## src/rtl/count_macro_param.sv

```systemverilog
`default_nettype none
// ============================================================================
// Module   : count_macro_param
// Purpose  : Up/down counter with a programmable prescaler, synchronous load,
//            compare output, terminal-count pulse and sticky overflow flag.
//            Boundaries either wrap (SATURATE=0) or hold (SATURATE=1).
// Ports    : clk       - rising-edge clock
//            rst_n     - asynchronous active-low reset
//            en        - count enable, also gates the prescaler
//            up_dn     - 1 = increment, 0 = decrement
//            load      - synchronous load strobe (highest priority)
//            load_val  - value written on load
//            prescale  - step every prescale+1 enabled cycles
//            cmp_val   - compare value for cmp_hit
//            clr_ovf   - clears the sticky overflow flag
//            count     - registered count
//            tc        - one-cycle terminal-count pulse (registered)
//            cmp_hit   - count == cmp_val (combinational from registers)
//            ovf       - sticky boundary-crossing flag (registered)
// Revision : 1.0 - initial release
// ============================================================================
module count_macro_param #(
    parameter int WIDTH    = 4,
    parameter int PRE_W    = 4,
    parameter bit SATURATE = 1'b0
) (
    input  logic             clk,
    input  logic             rst_n,
    input  logic             en,
    input  logic             up_dn,
    input  logic             load,
    input  logic [WIDTH-1:0] load_val,
    input  logic [PRE_W-1:0] prescale,
    input  logic [WIDTH-1:0] cmp_val,
    input  logic             clr_ovf,
    output logic [WIDTH-1:0] count,
    output logic             tc,
    output logic             cmp_hit,
    output logic             ovf
);

    localparam logic [WIDTH-1:0] MAX_COUNT = {WIDTH{1'b1}};

    logic [PRE_W-1:0] pre;
    logic             tick;
    logic             at_bound;
    logic             bound_hit;

    // Equality compare only: if prescale drops below pre, pre simply runs on,
    // wraps through zero and matches on the next pass.
    assign tick      = en && (pre == prescale);
    assign at_bound  = up_dn ? (count == MAX_COUNT) : (count == '0);
    // A load on the same edge suppresses the step, so it cannot flag a boundary.
    assign bound_hit = tick && at_bound && !load;
    assign cmp_hit   = (count == cmp_val);

    always_ff @(posedge clk or negedge rst_n) begin
        if (!rst_n) begin
            pre   <= '0;
            count <= '0;
            tc    <= 1'b0;
            ovf   <= 1'b0;
        end else begin
            tc <= 1'b0;
            if (load) begin
                count <= load_val;
                pre   <= '0;
            end else begin
                if (en) begin
                    pre <= tick ? '0 : pre + PRE_W'(1);
                end
                if (tick) begin
                    if (at_bound) begin
                        tc <= 1'b1;
                        if (!SATURATE) begin
                            count <= up_dn ? '0 : MAX_COUNT;
                        end
                    end else begin
                        count <= up_dn ? count + WIDTH'(1) : count - WIDTH'(1);
                    end
                end
            end
            // Setting on a boundary step wins over a simultaneous clear.
            if (bound_hit) begin
                ovf <= 1'b1;
            end else if (clr_ovf) begin
                ovf <= 1'b0;
            end
        end
    end

endmodule
`default_nettype wire

```

## config.mk

```make
export PLATFORM = sky130hd
export DESIGN_NAME = count_macro_param
export DESIGN_NICKNAME = d
export VERILOG_FILES = /design/src/rtl/count_macro_param.sv
export SDC_FILE = /design/constraint.sdc
export NUM_CORES = 1
export LEC_CHECK = 0
export ABC_AREA = 1
export CORE_MARGIN = 2
export CORE_UTILIZATION = 44
export DETAILED_ROUTE_END_ITERATION = 8
export HOLD_SLACK_MARGIN = 0.1
export PLACE_DENSITY = 0.78
export SLEW_MARGIN = 30
export SYNTH_ARGS = -nofsm -noshare
export SYNTH_HDL_FRONTEND = slang
export SYNTH_SLANG_ARGS = --single-unit
```

## constraint.sdc

```tcl
create_clock -name clk -period 1.84 [get_ports clk]
set_clock_uncertainty 0.05 [all_clocks]
set_input_delay 0.184 -clock clk [delete_from_list [all_inputs] [get_ports clk]]
set_output_delay 0.184 -clock clk [all_outputs]
set_load 0.05 [all_outputs]
```

### After elaboration in Yosys (flattened, before gate mapping)

Cells that the tools add are included.

* add/subtract/negate cells: 3
* equality and inequality tests: 3
* mux-type cells: 14
* reduce and logical (&&, ||, !) cells: 8

Operator list (count)
* $mux W4: 8
* $add A4 B1 Y4 const B: 2
* $eq A4 B4 Y1: 2
* $mux W1: 6
* $reduce_bool A2 Y1: 3
* $eq A4 B4 Y1 const B: 1
* $logic_not A4 Y1: 1
* $sub A4 B1 Y4 const B: 1
* $logic_and A1 B1 Y1: 3
* $logic_not A1 Y1: 1

* bits in registers: 10
* bits of input ports: 18
* output and inout bits: 7
* logic and storage cells: 32

### Longest topological paths before layout

* depth in word-level cells: 5
* mapped depth: 10

### Worst setup path before layout

No wires, ideal clock.

* path type: register -> output
* start: register count[1]
* end: output cmp_hit
* arrival: 2.252 ns
* required time: 1.606 ns
* setup slack: -0.646 ns
* stages on the path, launching flop included: 3
* buffers on the path: 0
* cell sequence: dfrtp_1 or2_2 a221oi_1

* longest elaborated chain between the ends: 1

RTL lines
* from (decl): RTL line 36 `output logic [WIDTH-1:0] count,`
* from (signal assigned): RTL line 66 `count <= load_val;`
* from (signal assigned): RTL line 76 `count <= up_dn ? '0 : MAX_COUNT;`
* from (signal assigned): RTL line 79 `count <= up_dn ? count + WIDTH'(1) : count - WIDTH'(1);`
* $eq A4 B4 Y1: RTL line 55 `assign cmp_hit = (count == cmp_val);`
* to (decl): RTL line 38 `output logic cmp_hit,`

Every way passes these cells.

### Final worst setup path

* start: register count[3]
* end: output count[3]

No word-level cell between the ends.

==> summary.txt <==
CTS
  • Setup Buffers After CTS: 0
  • Root buf cell: clkbuf_4
  • CTS max path bufs: 2
  • CTS clk-pin slew, worst paths: 80 ps
  • H-tree depth reported by CTS: 1
  • Hold_buf cts: 0
  • PostCTS Resize Cnt: 0
  • CTS Buf Count: 3
  • Clock Latency Late Sink: 270 ps
  • Clock sink total: 10
  • TritonCTS clock tree: built

Final layout
  • Filler cell count: 128
  • Layout cells sized above 1: 21.32%
  • Most frequent cells in the layout: 32 x nand2_1, 20 x clkdlybuf4s50_1, 12 x inv_1
  • Final core occ: 70.62%
  • Antenna Cells: 0
  • Fin nets: 159
  • Commonest non-fill, non-tap cell in the layout: nand2_1
  • Area Growth Syn to Fin: 46.96%

STA
  • Fmax achieved: around 0.56 GHz
  • Hold Vio Cnt, Final: 0
  • Period minus WS final: between 1500 and 2000 ps
  • Finish-stage setup viols: 0
  • Slew of the pin with the lowest slew margin: 494.2 ps
  • Max Slew Vio Count: 0
  • Worst hold slack: roughly 190 ps
  • Rel. slew slack: 66.95%
  • RSZ-0062 raised after global routing: no
  • Total negative setup slack: 0 ps
  • Final worst-path cycle share: 97.05%

Global route
  • GRT Resource Usage Total: about a fifth
  • Initial antenna violation count: 0
  • First-pass GRT wire length: around 2.8 mm
  • Largest net degree at the start of global routing: 11
  • Total grt overflow: 0
  • Vias in the first global route: 703

Critical path
  • RR Startpoint: count[1]
  • Worst endpoint required time: 1610 ps
  • Family with the most delay on the worst path: buffers and inverters
  • Critical-path maximum fanout: 5
  • CP cell instances: clkdlybuf4s50_1
  • CP Buf/Inv Count: 1
  • Setup CP Type: register to output port
  • Worst Reg-to-Reg Cells: 6
  • Worst r2r dst: count[2]
  • CP Data Arrival Time: ~1600 ps
  • R2r setup slk: between 300 and 400 ps
  • Crit path launch: count[3]
  • Crit-path slowest cell: clkdlybuf4s50_1
  • Max incr delay on CP: 840 ps
  • Critical path depth in cells: 1
  • Crit path to: count[3]
  • Setup crit end kind: output port
  • Critical Path Source Type: register

Power
  • Worst vdd ir: 381.8 uV
  • Pwr Total: 838.2 uW
  • Cell Pwr Density: 770.0 nW/um^2
  • LEAKAGE: between 0.0005 and 0.0006 uW

Placement
  • GP Congestion: 0.8593
  • Post-DP HPWL: 1.391 mm
  • I/O Buffers: 24

Min path
  • Hold WC Path Type: input port to async pin

Synth
  • Synthesized net count: 126
  • Sequential fraction of the synthesis area: 33.78%
  • Mapped Area: around 740 sq um
  • Register bit total from synthesis: 10
  • Mean cell area of the mapped netlist: 7.122 sq um
  • Warnings from Yosys: 0
  • Synth unique cells: 20
  • Syn Inst Count: 104

Die
  • Core area: 1541 sq um
  • Initial core utilization: approximately half
  • Die X: 45.03 microns
  • Die H: 45.03 microns
  • Die area: 2028 sq um
  • Row cnt: 14
  • Number of top-level pins: 25

Run status
  • Status: complete, no violations

Detailed routing
  • Final ANT Viol Nets: 0
  • Starting DRT DRC Count: 16
  • DRT Wirelength: between 1.5 and 2 mm
  • Drt via density: 4.921
  • Drt pass-1 iters: 4
  • Drt drc: 0
  • Vias: 748
  • Avg WL per Cell: 11.21 microns

Flow run
  • Max-Cap Viols: 0
## how the worst min path moves through the flow
stage	start	end	slack (ps)	depth (start not counted)
after floorplan	rst_n	count[0]	-160	0
after global placement	ovf	ovf	460	2
after detailed placement	ovf	ovf	480	2
after CTS	rst_n	count[3]	210	1
after global routing	rst_n	pre[2]	230	1
final	rst_n	count[2]	190	1
## area by class of cell
| class | instances | area, sq um | share of cell area, % |
|---|---|---|---|
| Clock buffer | 4 | 36.28 | 3.333 |
| Tap cell | 16 | 20.02 | 1.839 |
| Sequential cell | 10 | 251.5 | 23.10 |
| Inverter | 15 | 56.30 | 5.172 |
| Timing Repair Buffer | 28 | 272.8 | 25.06 |
| Multi-Input combinational cell | 79 | 451.7 | 41.49 |
## routing by layer
metal | vias to the layer above | GRT usage [%] | routed length [microns]
met5 | - | 0 | 0
met4 | 0 | 6.471 | 14
met3 | 2 | 2.400 | 61
met2 | 16 | 31.71 | 859
met1 | 344 | 24.62 | 768
li1 | 386 | - | -
## logic make-up after synthesis
group / after synthesis / share of synthesized area [%]
DFF: 10 / 33.78
xor gates and xnor gates: 6 / 7.095
buffers and inverters: 15 / 7.601
and+or+nand+nor: 63 / 38.85
adders and majority gates: 4 / 7.771
AOI/OAI and AO/OA: 6 / 4.898
## synth_stat cells
master     n  share of area, %
nand2_1   32                16
inv_1     12               6.1
dfrtp_1   10                34
nor2_1    10               5.1
nand3_1    7               4.7
or2_2      6               5.1
xnor2_1    4               4.7
ha_1       3               5.1
inv_2      3               1.5
o21ai_0    3               2.0
nand2_2    2               1.7
nor2_2     2               1.7
o22ai_1    2               1.7
xor2_1     2               2.4
a221oi_1   1               1.2
fa_1       1               2.7
nand2_4    1               1.5
nand3_2    1               1.4
nand4_1    1              0.85
nor3_1     1              0.68
## stage by stage
step	setup WS, ps	cells	area, sq um
3_5_place_dp	7.217	148	1051
6_report	54.21	152	1089
5_1_grt	4.209	152	1089
3_3_place_gp	34.39	148	1051
2_1_floorplan	14.49	104	758.2
4_1_cts	50.44	152	1087
## flip-flops by register name, summed over array words and instances (netlist names)
name and cells:
tc 1, count 4, pre 4, ovf 1
## power by group
| group | total (uW) | internal [uW] | switching (uW) | leakage (uW) |
|---|---|---|---|---|
| Clock | 209 | 120 | 88.5 | 0.0000210 |
| Sequential | 267 | 241 | 26.1 | 0.000129 |
| Combinational | 363 | 160 | 202 | 0.000389 |
No activity file was read; power rests on OpenSTA's default activity.
